<file path="config.mk">
export PLATFORM = sky130hd
export DESIGN_NAME = linebuf_sched_flat
export DESIGN_NICKNAME = d
export VERILOG_FILES = /design/src/rtl/linebuf_sched_pkg.sv /design/src/rtl/linebuf_sched_if.sv /design/src/rtl/linebuf_pos_cnt.sv /design/src/rtl/linebuf_sched.sv /design/src/flat_wrapper.sv
export SDC_FILE = /design/constraint.sdc
export NUM_CORES = 1
export LEC_CHECK = 0
export ABC_AREA = 1
export CAP_MARGIN = 20
export CORE_MARGIN = 1
export CORE_UTILIZATION = 57
export DETAILED_ROUTE_END_ITERATION = 8
export GPL_ROUTABILITY_DRIVEN = 0
export GPL_TIMING_DRIVEN = 0
export PLACE_DENSITY = 0.92
export REMOVE_ABC_BUFFERS = 1
export SLEW_MARGIN = 20
export SYNTH_ARGS = -nofsm -noshare
export SYNTH_HDL_FRONTEND = slang
export SYNTH_HIERARCHICAL = 1
export SYNTH_SLANG_ARGS = --single-unit
</file>
<file path="constraint.sdc">
create_clock -name clk -period 6.57 [get_ports clk]
set_input_delay 1.314 -clock clk [delete_from_list [all_inputs] [get_ports clk]]
set_output_delay 1.314 -clock clk [all_outputs]
set_load 0.02 [all_outputs]
</file>
<file path="src/rtl/linebuf_sched_pkg.sv">
// Shared definitions for the line-buffered edge-detection pipeline.
// The gauss/grad/nms/dualth stages and the frame sequencer all import these values,
// so they agree on the frame geometry and on the pipeline latency.
package linebuf_sched_pkg;

  // Default frame geometry.
  localparam int unsigned IMG_W_DEF  = 640;
  localparam int unsigned IMG_H_DEF  = 480;
  localparam int unsigned ADDR_W_DEF = 11;
  localparam int unsigned ROW_W_DEF  = 11;
  localparam int unsigned NLINES_DEF = 4;

  // Pipeline latency before the first output pixel: whole lines, then extra pixels.
  localparam int unsigned LAT_ROWS_DEF = 3;
  localparam int unsigned LAT_COLS_DEF = 4;

  // Frame state, as presented on the state output.
  typedef enum logic [1:0] {
    ST_IDLE   = 2'b00,
    ST_LOAD   = 2'b01,
    ST_STREAM = 2'b10,
    ST_FLUSH  = 2'b11
  } state_e;

endpackage

</file>
<file path="src/rtl/linebuf_sched_if.sv">
// Control bundle between the stream controller and the frame sequencer.
// The sequencer is the slave: it takes the advance/stream strobes and drives
// position, line-buffer RAM control and emission flags.
interface linebuf_sched_if #(
  parameter int unsigned ADDR_W = 11,
  parameter int unsigned ROW_W  = 11,
  parameter int unsigned NLINES = 4
);
  logic              en;
  logic              in_valid;
  logic              in_last;
  logic              abort;
  logic              in_ready;
  logic [1:0]        state;
  logic [ADDR_W-1:0] col;
  logic [ROW_W-1:0]  row;
  logic [ADDR_W-1:0] waddr;
  logic [ADDR_W-1:0] raddr;
  logic [NLINES-1:0] wr_sel;
  logic              ram_wen;
  logic              edg;
  logic              out_emit;
  logic              out_last;
  logic              frame_done;
  logic              err_short;

  modport master (
    output en, in_valid, in_last, abort,
    input  in_ready, state, col, row, waddr, raddr, wr_sel, ram_wen, edg,
    input  out_emit, out_last, frame_done, err_short
  );

  modport slave (
    input  en, in_valid, in_last, abort,
    output in_ready, state, col, row, waddr, raddr, wr_sel, ram_wen, edg,
    output out_emit, out_last, frame_done, err_short
  );
endinterface

</file>
<file path="src/rtl/linebuf_pos_cnt.sv">
// Pixel position counter: column/row, one-hot line-buffer rotation and border flag.
// Row keeps counting past IMG_H-1 during the flush so the dummy lines stay addressed.
module linebuf_pos_cnt #(
  parameter int unsigned IMG_W  = 640,
  parameter int unsigned IMG_H  = 480,
  parameter int unsigned ADDR_W = 11,
  parameter int unsigned ROW_W  = 11,
  parameter int unsigned NLINES = 4
) (
  input  logic              clk,
  input  logic              rst_n,
  input  logic              adv,
  input  logic              clr,
  output logic [ADDR_W-1:0] col,
  output logic [ROW_W-1:0]  row,
  output logic [NLINES-1:0] wr_sel,
  output logic              edg
);

  logic [ADDR_W-1:0] col_q;
  logic [ROW_W-1:0]  row_q;
  logic [NLINES-1:0] wr_sel_q;

  // Column/row advance with line wrap; clr returns to the frame origin and beats adv.
  always_ff @(posedge clk or negedge rst_n) begin
    if (!rst_n) begin
      col_q    <= '0;
      row_q    <= '0;
      wr_sel_q <= NLINES'(1);
    end else if (clr) begin
      col_q    <= '0;
      row_q    <= '0;
      wr_sel_q <= NLINES'(1);
    end else if (adv) begin
      if (col_q == ADDR_W'(IMG_W - 1)) begin
        col_q    <= '0;
        row_q    <= row_q + ROW_W'(1);
        wr_sel_q <= {wr_sel_q[NLINES-2:0], wr_sel_q[NLINES-1]};
      end else begin
        col_q <= col_q + ADDR_W'(1);
      end
    end
  end

  // Border flag for the current position.
  always_comb begin
    edg = (col_q == '0) || (col_q == ADDR_W'(IMG_W - 1)) ||
          (row_q == '0) || (row_q == ROW_W'(IMG_H - 1));
  end

  assign col    = col_q;
  assign row    = row_q;
  assign wr_sel = wr_sel_q;

endmodule

</file>
<file path="src/rtl/linebuf_sched.sv">
// Frame sequencer for the line-buffered edge-detection pipeline.
// Tracks IDLE/LOAD/STREAM/FLUSH, gates input acceptance, drives line-buffer RAM control
// and flags which advances produce a valid output pixel.
module linebuf_sched
  import linebuf_sched_pkg::*;
#(
  parameter int unsigned IMG_W    = IMG_W_DEF,
  parameter int unsigned IMG_H    = IMG_H_DEF,
  parameter int unsigned ADDR_W   = ADDR_W_DEF,
  parameter int unsigned ROW_W    = ROW_W_DEF,
  parameter int unsigned NLINES   = NLINES_DEF,
  parameter int unsigned LAT_ROWS = LAT_ROWS_DEF,
  parameter int unsigned LAT_COLS = LAT_COLS_DEF
) (
  input  logic            clk,
  input  logic            rst_n,
  linebuf_sched_if.slave  bus
);

  localparam int unsigned TOTAL   = IMG_W * IMG_H;
  localparam int unsigned CNT_W   = $clog2(TOTAL + 1);
  // Last pixel of the fill phase, split into row/col so no multiplier is needed.
  localparam int unsigned LAT_P   = LAT_ROWS * IMG_W + LAT_COLS - 1;
  localparam int unsigned LAT_ROW = LAT_P / IMG_W;
  localparam int unsigned LAT_COL = LAT_P % IMG_W;

  state_e            state_q;
  logic [CNT_W-1:0]  out_cnt_q;
  logic              frame_done_q;
  logic              err_short_q;

  logic [ADDR_W-1:0] col;
  logic [ROW_W-1:0]  row;
  logic              in_ready, adv, emit, last, clr, at_lat, at_end;

  // Input is refused while flushing and for the frame_done cycle; abort suppresses the advance.
  always_comb begin
    in_ready = (state_q != ST_FLUSH) && !frame_done_q;
    adv      = rst_n && !bus.abort && bus.en &&
               ((state_q == ST_FLUSH) || (bus.in_valid && in_ready));
    emit     = adv && ((state_q == ST_STREAM) || (state_q == ST_FLUSH)) &&
               (out_cnt_q < CNT_W'(TOTAL));
    last     = emit && (out_cnt_q == CNT_W'(TOTAL - 1));
    clr      = bus.abort || last;
    at_lat   = (row == ROW_W'(LAT_ROW)) && (col == ADDR_W'(LAT_COL));
    at_end   = (row == ROW_W'(IMG_H - 1)) && (col == ADDR_W'(IMG_W - 1));
  end

  linebuf_pos_cnt #(
    .IMG_W  (IMG_W),
    .IMG_H  (IMG_H),
    .ADDR_W (ADDR_W),
    .ROW_W  (ROW_W),
    .NLINES (NLINES)
  ) u_pos_cnt (
    .clk    (clk),
    .rst_n  (rst_n),
    .adv    (adv),
    .clr    (clr),
    .col    (col),
    .row    (row),
    .wr_sel (bus.wr_sel),
    .edg    (bus.edg)
  );

  // Frame FSM with output counter, done pulse and sticky short-frame flag.
  always_ff @(posedge clk or negedge rst_n) begin
    if (!rst_n) begin
      state_q      <= ST_IDLE;
      out_cnt_q    <= '0;
      frame_done_q <= 1'b0;
      err_short_q  <= 1'b0;
    end else begin
      frame_done_q <= 1'b0;
      if (bus.abort) begin
        state_q   <= ST_IDLE;
        out_cnt_q <= '0;
      end else if (adv) begin
        if (emit) begin
          out_cnt_q <= last ? '0 : out_cnt_q + CNT_W'(1);
        end
        unique case (state_q)
          ST_IDLE: begin
            state_q     <= ST_LOAD;
            err_short_q <= 1'b0;
          end
          ST_LOAD: begin
            if (bus.in_last) begin
              state_q     <= ST_FLUSH;
              err_short_q <= 1'b1;
            end else if (at_lat) begin
              state_q <= ST_STREAM;
            end
          end
          ST_STREAM: begin
            // A late or missing tlast is tolerated; only an early one is an error.
            if (at_end) begin
              state_q <= ST_FLUSH;
            end else if (bus.in_last) begin
              state_q     <= ST_FLUSH;
              err_short_q <= 1'b1;
            end
          end
          ST_FLUSH: begin
            if (last) begin
              state_q      <= ST_IDLE;
              frame_done_q <= 1'b1;
            end
          end
          default: state_q <= ST_IDLE;
        endcase
      end
    end
  end

  assign bus.in_ready   = in_ready;
  assign bus.state      = state_q;
  assign bus.col        = col;
  assign bus.row        = row;
  assign bus.waddr      = col;
  assign bus.raddr      = col;
  assign bus.ram_wen    = adv;
  assign bus.out_emit   = emit;
  assign bus.out_last   = last;
  assign bus.frame_done = frame_done_q;
  assign bus.err_short  = err_short_q;

endmodule

</file>
<file path="src/flat_wrapper.sv">
// flat-port wrapper written by rule: the top's interface ports become plain ports
module linebuf_sched_flat import linebuf_sched_pkg::*;
#(
  parameter int unsigned IMG_W    = IMG_W_DEF,
  parameter int unsigned IMG_H    = IMG_H_DEF,
  parameter int unsigned ADDR_W   = ADDR_W_DEF,
  parameter int unsigned ROW_W    = ROW_W_DEF,
  parameter int unsigned NLINES   = NLINES_DEF,
  parameter int unsigned LAT_ROWS = LAT_ROWS_DEF,
  parameter int unsigned LAT_COLS = LAT_COLS_DEF
)
  (clk, rst_n, bus_en, bus_in_valid, bus_in_last, bus_abort, bus_in_ready, bus_state, bus_col, bus_row, bus_waddr, bus_raddr, bus_wr_sel, bus_ram_wen, bus_edg, bus_out_emit, bus_out_last, bus_frame_done, bus_err_short);
  linebuf_sched_if #(.ADDR_W(ADDR_W), .ROW_W(ROW_W), .NLINES(NLINES)) bus_i ();
  input  logic clk;
  input  logic rst_n;
  input wire logic [$bits(bus_i.en)-1:0] bus_en;
  input wire logic [$bits(bus_i.in_valid)-1:0] bus_in_valid;
  input wire logic [$bits(bus_i.in_last)-1:0] bus_in_last;
  input wire logic [$bits(bus_i.abort)-1:0] bus_abort;
  output wire logic [$bits(bus_i.in_ready)-1:0] bus_in_ready;
  output wire logic [$bits(bus_i.state)-1:0] bus_state;
  output wire logic [$bits(bus_i.col)-1:0] bus_col;
  output wire logic [$bits(bus_i.row)-1:0] bus_row;
  output wire logic [$bits(bus_i.waddr)-1:0] bus_waddr;
  output wire logic [$bits(bus_i.raddr)-1:0] bus_raddr;
  output wire logic [$bits(bus_i.wr_sel)-1:0] bus_wr_sel;
  output wire logic [$bits(bus_i.ram_wen)-1:0] bus_ram_wen;
  output wire logic [$bits(bus_i.edg)-1:0] bus_edg;
  output wire logic [$bits(bus_i.out_emit)-1:0] bus_out_emit;
  output wire logic [$bits(bus_i.out_last)-1:0] bus_out_last;
  output wire logic [$bits(bus_i.frame_done)-1:0] bus_frame_done;
  output wire logic [$bits(bus_i.err_short)-1:0] bus_err_short;
  assign bus_i.en = bus_en;
  assign bus_i.in_valid = bus_in_valid;
  assign bus_i.in_last = bus_in_last;
  assign bus_i.abort = bus_abort;
  assign bus_in_ready = bus_i.in_ready;
  assign bus_state = bus_i.state;
  assign bus_col = bus_i.col;
  assign bus_row = bus_i.row;
  assign bus_waddr = bus_i.waddr;
  assign bus_raddr = bus_i.raddr;
  assign bus_wr_sel = bus_i.wr_sel;
  assign bus_ram_wen = bus_i.ram_wen;
  assign bus_edg = bus_i.edg;
  assign bus_out_emit = bus_i.out_emit;
  assign bus_out_last = bus_i.out_last;
  assign bus_frame_done = bus_i.frame_done;
  assign bus_err_short = bus_i.err_short;
  linebuf_sched #(.IMG_W(IMG_W), .IMG_H(IMG_H), .ADDR_W(ADDR_W), .ROW_W(ROW_W), .NLINES(NLINES), .LAT_ROWS(LAT_ROWS), .LAT_COLS(LAT_COLS)) u_core (.clk(clk), .rst_n(rst_n), .bus(bus_i));
endmodule
</file>
# After elaboration in Yosys (flattened, before gate mapping)
# Cells that the tools add are included.
# Widths: inputs -> output; s select.
[totals]
register_bits = 49
input_bits = 6
out_inout_bits = 57
elab_cells = 83
[op_classes]
add_sub_neg = 3
magnitude_cmp = 1
eq_ne = 13
mux = 28
n_bitwise = 1
reduce_logical = 30
[ops]
columns = ["cell", "count"]
rows = [
  ["$mux 19", 4],
  ["$mux 11", 6],
  ["$add 11x1->11 const B", 2],
  ["$eq 11x2->1 const B", 2],
  ["$logic_not 11->1", 2],
  ["$add 19x1->19 const B", 1],
  ["$eq 19x19->1 const B", 1],
  ["$lt 19x19->1 const B", 1],
  ["$mux 2", 7],
  ["$mux 4", 3],
  ["$eq 11x10->1 const B", 1],
  ["$eq 11x9->1 const B", 1],
  ["$logic_and 1x1->1", 10],
  ["$ne 4x3->1 const B", 2],
  ["$pmux 2 s4", 1],
  ["$reduce_and 4->1", 2],
  ["$reduce_bool 2->1", 4],
  ["$logic_or 1x1->1", 6],
  ["$mux 1", 6],
  ["$eq 2x2->1 const B", 2],
  ["$ne 2x2->1 const B", 2],
  ["$reduce_and 2->1", 2],
  ["$ne 3x2->1 const B", 1],
  ["$pmux 1 s3", 1],
  ["5 further kinds", 6],
]

# Logic depth before layout (Yosys ltp)
[depth]
ltp_word = 12
depth_mapped = 16
mapped_depth_nobuf = 15

# Hierarchy
# Netlist, hierarchy kept.
[modules_own_cells]
columns = ["mod", "instances", "cells_each", "area_per_inst_um2", "seq_area_each_um2"]
rows = [
  ["linebuf_sched", 1, 283, 1896.8, 575.6],
  ["linebuf_pos_cnt", 1, 214, 1590.3, 651.9],
]

# Worst setup path after synthesis
# Ideal clock, no wire load.
[synth_timing]
path_kind = "in2out"
start = "in bus_abort"
end = "out bus_out_last"
t_arrival_ns = 2.218
required_time_ns = 5.256
slack_ns = 3.038
cell_stages = 7
path_buffers = 1
cell_sequence = "inv_2 and3_4 nand2_4 nor2_4 buf_6 nand2_4 inv_1"
[synth_via]
elab_chain_cells = 7
[synth_lines]
columns = ["element", "line", "source"]
rows = [
  ["start: declaration", "flat_wrapper.sv:19", "input wire logic [$bits(bus_i.abort)-1:0] bus_abort;"],
  ["$logic_not 1->1", "linebuf_sched.sv:39", "adv = rst_n && !bus.abort && bus.en &&"],
  ["$logic_and 1x1->1 (3 in series)", "linebuf_sched.sv:39", ""],
  ["$logic_and 1x1->1 (2 in series)", "linebuf_sched.sv:41", "emit = adv && ((state_q == ST_STREAM) || (state_q == ST_FLUSH)) &&"],
  ["named net bus_out_emit", "flat_wrapper.sv:29", "output wire logic [$bits(bus_i.out_emit)-1:0] bus_out_emit;"],
  ["$logic_and 1x1->1", "linebuf_sched.sv:43", "last = emit && (out_cnt_q == CNT_W'(TOTAL - 1));"],
  ["end: declaration", "flat_wrapper.sv:30", "output wire logic [$bits(bus_i.out_last)-1:0] bus_out_last;"],
]
# The timed path passes the listed nets, and every way through them passes these cells.

# Final worst setup path
[layout_timing]
start = "in bus_abort"
end = "out bus_out_last"
[layout_via]
elab_chain_cells = 7
[layout_lines]
columns = ["element", "line"]
rows = [
  ["$logic_not 1->1", "linebuf_sched.sv:39"],
  ["$logic_and 1x1->1 (3 in series)", "linebuf_sched.sv:39"],
  ["$logic_and 1x1->1 (2 in series)", "linebuf_sched.sv:41"],
  ["$logic_and 1x1->1", "linebuf_sched.sv:43"],
]
# Every way passes these cells.

==> metrics.csv <==
metric,value,unit
cts_root_buffer,clkbuf_8,
min_period,4.80,ns
synth-edff-count,0,
power_density,145,nW/um^2
cp-end-kind,primary output,
synthToLayoutAreaGrowth,18.1,%
postSynthAreaPerCell,7.02,um^2
cts_hold_buf,0,
peakVddDrop,0.0000883,V
ant_nets,0,
hpwlAfterDp,6020,um
io_pins,63,
worst_r2r_path_depth,13,
hold_path_class,reg -> reg,
start_util,0.589,
critical_path_class,in -> out,
synth-seq-cells,49,
cp-start-kind,input pin,
max_cap_viol_count,0,
overflow,0,
cts_tree,yes,
netlist_area,3490,um^2
run_status,"complete, but fails checks",
post-route-period-util,0.731,
setup_viol,0,
rr_endpoint,u_core/u_pos_cnt/row[5],
synth_area_leaders,"dfrtp_1, nand2_1, nor2_1, inv_1, nand3_1",
diodes,0,
fmax,0.208,GHz
grt_pass1_vias,2998,
yosysMostFrequentCell,nand2_1,
yosysTopAreaCell,dfrtp_1,
setup_tns,0,ns
postCtsSetupBuffers,0,
drive_gt1_frac,0.0870,
dieArea,6430,um^2
crit_arrival,3.49,ns
vias_per_cell,5.51,
firstDrtPassIters,8,
clk_path_buf_depth,2,
hold_viol_final,0,
hold_depth,1,
synth.distinct_cells,37,
synth_common_cells,"nand2_1, nor2_1, inv_1",
netlist_instances,497,
placed_area,4000,um^2
maxSlewHeadroom,0.556,
yosys_warnings,6,
grt_pass1_wl,13800,um
die_width,80.2,um
wire_per_inst,13.7,um
synth_ff_type,dfrtp_1,
core_area,5920,um^2
wl,8400,um
final_area,4120,um^2
cp_data_required_time,5.26,ns
first_iter_violations,326,
r2r_setup_slack,3.89,ns
tightest_slew,0.660,ns
htreeDepth,2,
io_buffers,62,
vias,3389,
drc,1,
grt_antenna_before_repair,0,
clk_pin_slew,0.08,ns
yosysSeqAreaShare,0.352,
cts_resized,0,
n_fill_cell,453,
dp_cells,607,
grt_max_degree,28,
rsz0062_at_grt,false,
row_count,28,
chipHeight,80.2,um
violations,DRC,
grtUsageTotal,0.273,
cts_made_buffers,5,
cts_sinks,49,
final_nets,554,
clkLatencyLatePin,0.31,ns
clock_skew,0.0130,ns
slew_violations,0,
async_flop_share,1.00,
hold_path_end,u_core/out_cnt_q[4],
min-delay-start,u_core/out_cnt_q[4],
cp_max_fo,11,
final_cells,615,
r2r-start,u_core/bus.state[0],
yosysTopAreaCellShare,0.344,
p_leak,1.86,nW
layout make-up:
type,instances,area [um^2],area share
Sequential cell,49,1230,0.298
Tap cell,75,93.8,0.0228
Timing Repair Buffer,63,643,0.156
Inverter,61,231,0.0562
Clock buffer,7,86.3,0.0210
Multi-Input combinational cell,359,1810,0.439
Clock inverter,1,30.0,0.00729
flip-flops by register name, indices dropped and copies added (netlist names):
name	flops
u_core/out_cnt_q	19
u_core/u_pos_cnt/col	11
u_core/u_pos_cnt/row	11
u_core/u_pos_cnt/wr_sel	4
u_core/bus.state	2
u_core/bus.err_short	1
u_core/bus.frame_done	1
placed cells by master (no fill, tap or decap), drive strengths merged, types with 2 or more instances in the layout:
master and n:
clkbuf 7, nand4 20, xor2 6, nor3 14, a21oi 10, xnor2 3
nand2 137, nand3 43, buf 2, clkdlybuf4s50 61, inv 60, dfrtp 48
o21bai 2, nor2 81, ha 9, o21ai 27
per-stage QoR:
stage / power [W] / utilization / hold WS, ns / setup WS [ns]
after detailed placement: 0.000378 / 0.676 / 0.491 / 1.79
after floorplan: 0.000349 / - / 0.452 / 2.96
after CTS: 0.000602 / 0.696 / 0.498 / 1.77
final: 0.000598 / 0.696 / 0.500 / 1.77
after global placement: 0.000373 / 0.672 / 0.471 / 0.233
after global routing: 0.000622 / 0.696 / 0.540 / 1.68
layer usage:
layer / routed length (um) / up-vias / global-route usage
li1: - / 1649 / -
met2: 4200 / 169 / 0.467
met5: 0 / - / 0
met4: 129 / 0 / 0.0929
met1: 3480 / 1551 / 0.348
met3: 590 / 20 / 0.0466
worst max-delay path: stages:
cell             delay [ns]
clkdlybuf4s50_1        0.53
inv_2                  0.25
and3_4                 0.24
nand2_4                0.07
nor2_4                 0.29
nand2_4                0.13
inv_1                  0.07
clkdlybuf4s50_1        0.59
cell families (layout without fill, tap and decap cells):
kind of cell | Yosys count | after routing | share of synthesized area
xor+xnor | 9 | 9 | 0.0226
fa+ha+maj | 9 | 9 | 0.0323
buf+inv | 89 | 132 | 0.130
compound gates | 43 | 43 | 0.0761
flops | 49 | 49 | 0.352
simple gates | 298 | 298 | 0.387
where the power goes:
group | switching [W] | internal, W
sequential | 0.00000411 | 0.000305
combinational | 0.0000409 | 0.0000216
clock | 0.000102 | 0.000124
how the worst max path moves through the flow:
stage / from / endpoint / slack, ns / depth (start not counted)
after floorplan: bus_abort / bus_out_last / 2.96 / 6
after global placement: rst_n / bus_out_last / 0.23 / 7
after detailed placement: bus_abort / bus_out_last / 1.79 / 8
after CTS: bus_abort / bus_out_last / 1.77 / 8
after global routing: bus_abort / bus_out_last / 1.68 / 8
final: bus_abort / bus_out_last / 1.77 / 8
Note: power is estimated with default switching activity, not from simulation.
